### config.mk
export PLATFORM = sky130hd
export DESIGN_NAME = ascon_round_ctrl
export DESIGN_NICKNAME = d
export VERILOG_FILES = /design/src/rtl/ascon_pack.sv /design/src/rtl/ascon_round_ctrl.sv
export SDC_FILE = /design/constraint.sdc
export NUM_CORES = 1
export LEC_CHECK = 0
export CAP_MARGIN = 20
export CORE_MARGIN = 4
export CORE_UTILIZATION = 30
export CTS_BUF_LIST = sky130_fd_sc_hd__clkbuf_8
export CTS_CLUSTER_SIZE = 28
export DETAILED_ROUTE_END_ITERATION = 10
export PLACE_DENSITY = 0.67
export SLEW_MARGIN = 30
export SYNTH_ARGS = -nofsm -noshare
export SYNTH_HDL_FRONTEND = slang
export SYNTH_SLANG_ARGS = --single-unit
### constraint.sdc
create_clock -name clk -period 1.85 [get_ports clk]
set_input_delay 0.37 -clock clk [delete_from_list [all_inputs] [get_ports clk]]
set_output_delay 0.37 -clock clk [all_outputs]
set_load 0.01 [all_outputs]
### src/rtl/ascon_pack.sv
// Shared types and constants for the Ascon round-unit controller.
package ascon_pack;

  localparam int ROUND_WIDTH    = 4;
  localparam int PAD_AW         = 3;
  localparam int INIT_ROUNDS    = 12;
  localparam int PB_FIRST_ROUND = 6;

  // Round-unit operation issued alongside ru_en_o; OP_PERM is the idle encoding.
  typedef enum logic [2:0] {
    OP_PERM  = 3'd0,
    OP_INIT  = 3'd1,
    OP_AD    = 3'd2,
    OP_MSG   = 3'd3,
    OP_FINAL = 3'd4
  } ascon_op_e;

  typedef enum logic [2:0] {
    ST_IDLE,
    ST_INIT,
    ST_AD_WAIT,
    ST_AD_PERM,
    ST_MSG_WAIT,
    ST_MSG_PERM,
    ST_FINAL,
    ST_TAG
  } ascon_state_e;

  localparam logic [ROUND_WIDTH-1:0] LAST_ROUND    = ROUND_WIDTH'(INIT_ROUNDS - 1);
  localparam logic [ROUND_WIDTH-1:0] PB_FIRST      = ROUND_WIDTH'(PB_FIRST_ROUND);
  localparam logic [ROUND_WIDTH-1:0] PB_PERM_FIRST = ROUND_WIDTH'(PB_FIRST_ROUND + 1);

endpackage

### src/rtl/ascon_round_ctrl.sv
// Ascon AEAD sequencer: walks init, AD absorb, message absorb, finalization
// and tag phases, driving round number/op/block index to the round unit.
module ascon_round_ctrl
  import ascon_pack::*;
#(
  parameter int BLOCK_AW = 4
) (
  input  logic                   clk,
  input  logic                   rst,
  input  logic                   start_i,
  input  logic                   decrypt_i,
  input  logic [BLOCK_AW-1:0]    ad_blocks_i,
  input  logic [BLOCK_AW-1:0]    msg_blocks_i,
  input  logic                   blk_valid_i,
  input  logic [PAD_AW-1:0]      blk_pad_idx_i,
  output logic                   blk_ready_o,
  output logic                   out_valid_o,
  input  logic                   out_ready_i,
  output logic                   tag_valid_o,
  input  logic                   tag_ready_i,
  output logic                   busy_o,
  output logic                   ru_en_o,
  output ascon_op_e              ru_op_o,
  output logic [ROUND_WIDTH-1:0] ru_round_o,
  output logic [BLOCK_AW-1:0]    ru_blk_no_o,
  output logic [PAD_AW-1:0]      ru_pad_idx_o,
  output logic                   ru_decrypt_o
);

  ascon_state_e               state_q, state_d;
  logic [ROUND_WIDTH-1:0]     round_q, round_d;
  logic [BLOCK_AW-1:0]        blk_q, blk_d;
  logic [BLOCK_AW-1:0]        ad_cnt_q, ad_cnt_d;
  logic [BLOCK_AW-1:0]        msg_cnt_q, msg_cnt_d;
  logic                       dec_q, dec_d;

  // Block index compares against count-1, so a full-scale count never wraps.
  logic last_ad, last_msg, last_round;
  assign last_ad    = (blk_q == ad_cnt_q - BLOCK_AW'(1));
  assign last_msg   = (blk_q == msg_cnt_q - BLOCK_AW'(1));
  assign last_round = (round_q == LAST_ROUND);

  // State, counter and latch registers.
  always_ff @(posedge clk) begin
    if (rst) begin
      state_q   <= ST_IDLE;
      round_q   <= '0;
      blk_q     <= '0;
      ad_cnt_q  <= '0;
      msg_cnt_q <= '0;
      dec_q     <= 1'b0;
    end else begin
      state_q   <= state_d;
      round_q   <= round_d;
      blk_q     <= blk_d;
      ad_cnt_q  <= ad_cnt_d;
      msg_cnt_q <= msg_cnt_d;
      dec_q     <= dec_d;
    end
  end

  // Next-state, counter updates and round-unit/handshake outputs.
  always_comb begin
    state_d      = state_q;
    round_d      = round_q;
    blk_d        = blk_q;
    ad_cnt_d     = ad_cnt_q;
    msg_cnt_d    = msg_cnt_q;
    dec_d        = dec_q;
    busy_o       = (state_q != ST_IDLE);
    blk_ready_o  = 1'b0;
    out_valid_o  = 1'b0;
    tag_valid_o  = 1'b0;
    ru_en_o      = 1'b0;
    ru_op_o      = OP_PERM;
    ru_round_o   = '0;
    ru_blk_no_o  = '0;
    ru_pad_idx_o = '0;
    ru_decrypt_o = busy_o & dec_q;

    case (state_q)
      ST_IDLE: begin
        if (start_i) begin
          ad_cnt_d  = ad_blocks_i;
          // An empty message still needs one padding block.
          msg_cnt_d = (msg_blocks_i == '0) ? BLOCK_AW'(1) : msg_blocks_i;
          dec_d     = decrypt_i;
          round_d   = '0;
          blk_d     = '0;
          state_d   = ST_INIT;
        end
      end
      ST_INIT, ST_FINAL: begin
        ru_en_o    = 1'b1;
        ru_round_o = round_q;
        if (round_q == '0) ru_op_o = (state_q == ST_INIT) ? OP_INIT : OP_FINAL;
        if (last_round) begin
          round_d = '0;
          blk_d   = '0;
          if (state_q == ST_FINAL)      state_d = ST_TAG;
          else if (ad_cnt_q != '0)      state_d = ST_AD_WAIT;
          else                          state_d = ST_MSG_WAIT;
        end else begin
          round_d = round_q + ROUND_WIDTH'(1);
        end
      end
      ST_AD_WAIT: begin
        blk_ready_o = 1'b1;
        ru_blk_no_o = blk_q;
        if (blk_valid_i) begin
          ru_en_o      = 1'b1;
          ru_op_o      = OP_AD;
          ru_round_o   = PB_FIRST;
          ru_pad_idx_o = blk_pad_idx_i;
          round_d      = PB_PERM_FIRST;
          state_d      = ST_AD_PERM;
        end
      end
      ST_MSG_WAIT: begin
        // Output is produced in the same cycle as the absorb, so both sides must agree.
        blk_ready_o = out_ready_i;
        out_valid_o = blk_valid_i;
        ru_blk_no_o = blk_q;
        if (blk_valid_i && out_ready_i) begin
          ru_en_o      = 1'b1;
          ru_op_o      = OP_MSG;
          ru_round_o   = PB_FIRST;
          ru_pad_idx_o = blk_pad_idx_i;
          if (last_msg) begin
            round_d = '0;
            state_d = ST_FINAL;
          end else begin
            round_d = PB_PERM_FIRST;
            state_d = ST_MSG_PERM;
          end
        end
      end
      ST_AD_PERM, ST_MSG_PERM: begin
        ru_en_o     = 1'b1;
        ru_round_o  = round_q;
        ru_blk_no_o = blk_q;
        if (last_round) begin
          round_d = '0;
          if (state_q == ST_AD_PERM && last_ad) begin
            blk_d   = '0;
            state_d = ST_MSG_WAIT;
          end else begin
            blk_d   = blk_q + BLOCK_AW'(1);
            state_d = (state_q == ST_AD_PERM) ? ST_AD_WAIT : ST_MSG_WAIT;
          end
        end else begin
          round_d = round_q + ROUND_WIDTH'(1);
        end
      end
      ST_TAG: begin
        tag_valid_o = 1'b1;
        if (tag_ready_i) state_d = ST_IDLE;
      end
      default: state_d = ST_IDLE;
    endcase
  end

endmodule

==> metrics <==
unrepaired setup endpoints after global routing=yes; remaining number of nets flagged by the antenna check after routing=0; slew at the pin closest to its max-slew limit=0.3525 ns; number of flops mapped to enable cells by yosys=0; share of final-layout standard cells stronger than drive strength 1=29.37%; Synth warnings=0; routability congestion estimate=0.7578; TritonCTS clock tree=built; H-tree levels=1; Post-CTS Hold Fix Bufs=0; post-synthesis sequential area ratio=27.05%; top cells by area, synth=dfxtp_1 (27%), nand2_1 (7.1%), a21oi_1 (5.4%); commonest non-fill, non-tap cell in the layout=nand2_1; Critical Path Source Type=flop; clk buf depth=2; worst hold slack=0.4636 ns; slew margin rel.=76.46%; largest clock skew in the final design=0.003071 ns; share of Yosys cell area claimed by the top area cell type=27.05%; number of nets at the end of the flow=277; Top Usage Layer GRT=met2; root buf cell=clkbuf_8; Fill cells=502; clock buffer count from CTS=3; setup slack of the worst register-to-register path=0.08 ns; number of port buffers=37; met1 Track Usage GR=16.59%; Crit Reg-Reg Startpoint=state_q[2]; met3 GRT Util=2.294%; post-synthesis cell type with the largest combined area=dfxtp_1; met2 global-route usage=21.58%; Boundary Pins=38; worst setup path start=state_q[2]; Total Neg Setup Slack=0 ns; post-detailed-route via-to-cell ratio=4.774; Tot Pwr=2.650 mW; Cell Rows=25; final setup violation count=0; total grt overflow=0; number of instances in the synthesized netlist=192; leakage power total=0.9313 nW; ratio of final minimum period to clock period=98.67%; wire length of the first global-routing pass=6.527 mm; core area=4755 µm²; net count of the mapped netlist=216; number of violations reported at the end of detailed-routing iteration 0=51; Max Clk Rate=547.8 MHz; share of flip-flops with an asynchronous set or reset after synthesis=0%; Slew Limit Fails=0; Power Dens Cells=1193 nW/µm²; number of global-route vias before repair=1429; DIE AREA=6122 µm²; Critical Path Fanout Max=7; Vert. Die Dim=78.24 µm; detailed placement HPWL=2.978 mm; Layout area overhead=50.13%; HP Start=dec_q; number of distinct library cells after synthesis=50; MaxCap Viol Count=0; core occupancy in the finished layout=46.74%; DRC Markers=0; pin count of the biggest net entering global routing=13; Finished Layout Cells=319; average size of a mapped cell=7.709 µm²; register bit count reported by yosys=20; Initial Utilization=31.13%; sinks on the clock net=20; dominant register cell in the synthesized netlist=dfxtp_1; commonest cells after routing, fill and taps aside=nand2_1 (28), buf_4 (25), a21oi_1 (15), dfxtp_1 (15), clkdlybuf4s50_1 (14); worst vdd rail ir drop=492.7 µV; clock latency at the later pin of the worst-skew pair=0.26 ns; die width=78.24 µm; number of endpoints with negative hold slack in the final report=0; Worst Path Arrival=1.46 ns; via count of the routed design=1523; Final Routed Wirelength=3.792 mm; initial antenna violation count=0; Min Clock Period, post-route=1.825 ns; status=completed; CP Data Required Time=1.48 ns; CP Class=flop to output pin; clock transition time at the flip-flop clock pins of the worst setup and hold paths=0.07 ns; type of the worst min-delay path=flop to flop; type of destination of the critical path=output pin; cell total after placement=315; Syn Std Cell Area=1480 µm²; Initial DRT Pass Iterations=4; global-route usage over all layers=12.85%; number of diodes=0; drt wl/cell=11.89 µm
-- layout make-up --
type	count	area (µm²)	area share (%)
Sequential cell	20	411.6	18.52
Clock inverter	1	30.03	1.351
Timing Repair Buffer	65	548.0	24.66
Multi-Input combinational cell	152	1066	47.97
Clock buffer	3	41.29	1.858
Inverter	11	41.29	1.858
Tap cell	67	83.83	3.773
-- synthesized netlist by cell type (2+ instances only) --
| library cell | number |
|---|---|
| a31oi_1 | 2 |
| o31a_1 | 2 |
| clkbuf_1 | 3 |
| xnor2_1 | 6 |
| a21oi_1 | 16 |
| nand2_1 | 28 |
| nand3_1 | 5 |
| a221oi_1 | 4 |
| o21ai_0 | 2 |
| a21o_1 | 2 |
| buf_2 | 4 |
| nand3b_1 | 4 |
| xor2_1 | 6 |
| nor2_1 | 13 |
| inv_1 | 10 |
| nor3_1 | 7 |
| o31ai_1 | 2 |
| dfxtp_1 | 20 |
| and2_1 | 9 |
| nand2b_1 | 2 |
| a22oi_1 | 2 |
| nor3b_1 | 2 |
| and3_1 | 4 |
| or3b_1 | 2 |
| or2_2 | 2 |
| a211oi_1 | 4 |
| ha_1 | 6 |
-- registers in the layout (all words and copies together), names as in the netlist --
| register | flops |
|---|---|
| ad_cnt_q | 4 |
| blk_q | 4 |
| msg_cnt_q | 4 |
| round_q | 4 |
| state_q | 3 |
| dec_q | 1 |
-- kinds of logic (layout without fill, tap and decap cells) --
group	count (synthesis)	count (layout)	share of synthesized area (%)
buffers and inverters	20	80	6.171
xor gates and xnor gates	13	13	8.200
AOI/OAI and AO/OA	45	45	21.98
DFF	20	20	27.05
adders and majority gates	6	6	5.072
and+or+nand+nor	87	87	30.77
muxes	1	1	0.7607
-- worst paths after layout --
kind              cells past startpoint              end
setup / recovery                      5  ru_pad_idx_o[0]
setup reg to reg                      6       state_q[1]
hold reg to reg                       2            dec_q
hold / removal                        2            dec_q
-- worst max-delay path, stage by stage (launching register included) --
cell	delay (ns)
dfxtp_4	0.37
nand2b_1	0.17
a21oi_2	0.16
buf_4	0.13
and3_1	0.14
clkdlybuf4s15_2	0.22
-- routing by layer --
layer  vias to the layer above  share of wire [%]
met4                         0                1.2
met5                         -                  0
li1                        794                  -
met3                         5                5.7
met1                       687                 46
met2                        37                 47
-- repair_timing --
| item | CTS | global route |
|---|---|---|
| resized for setup | 60 | 23 |
| setup endpoints to repair | 25 | 24 |
| pin swaps | 5 | 9 |
| setup buffers | 1 | 0 |
-- power breakdown --
group / switching [mW] / internal (mW) / total [mW]
clock network: 0.153 / 0.289 / 0.442
logic: 0.809 / 0.802 / 1.61
registers: 0.0771 / 0.520 / 0.598
-- through the flow --
stage,worst slack (ns),instance area [µm²]
final,0.02460,2222
after global routing,-0.07765,2222
after CTS,-0.06609,2221
after detailed placement,-0.5199,2095
after global placement,-0.5024,2095
after floorplan,0.09559,1480
(Power assumes the default switching activity.)
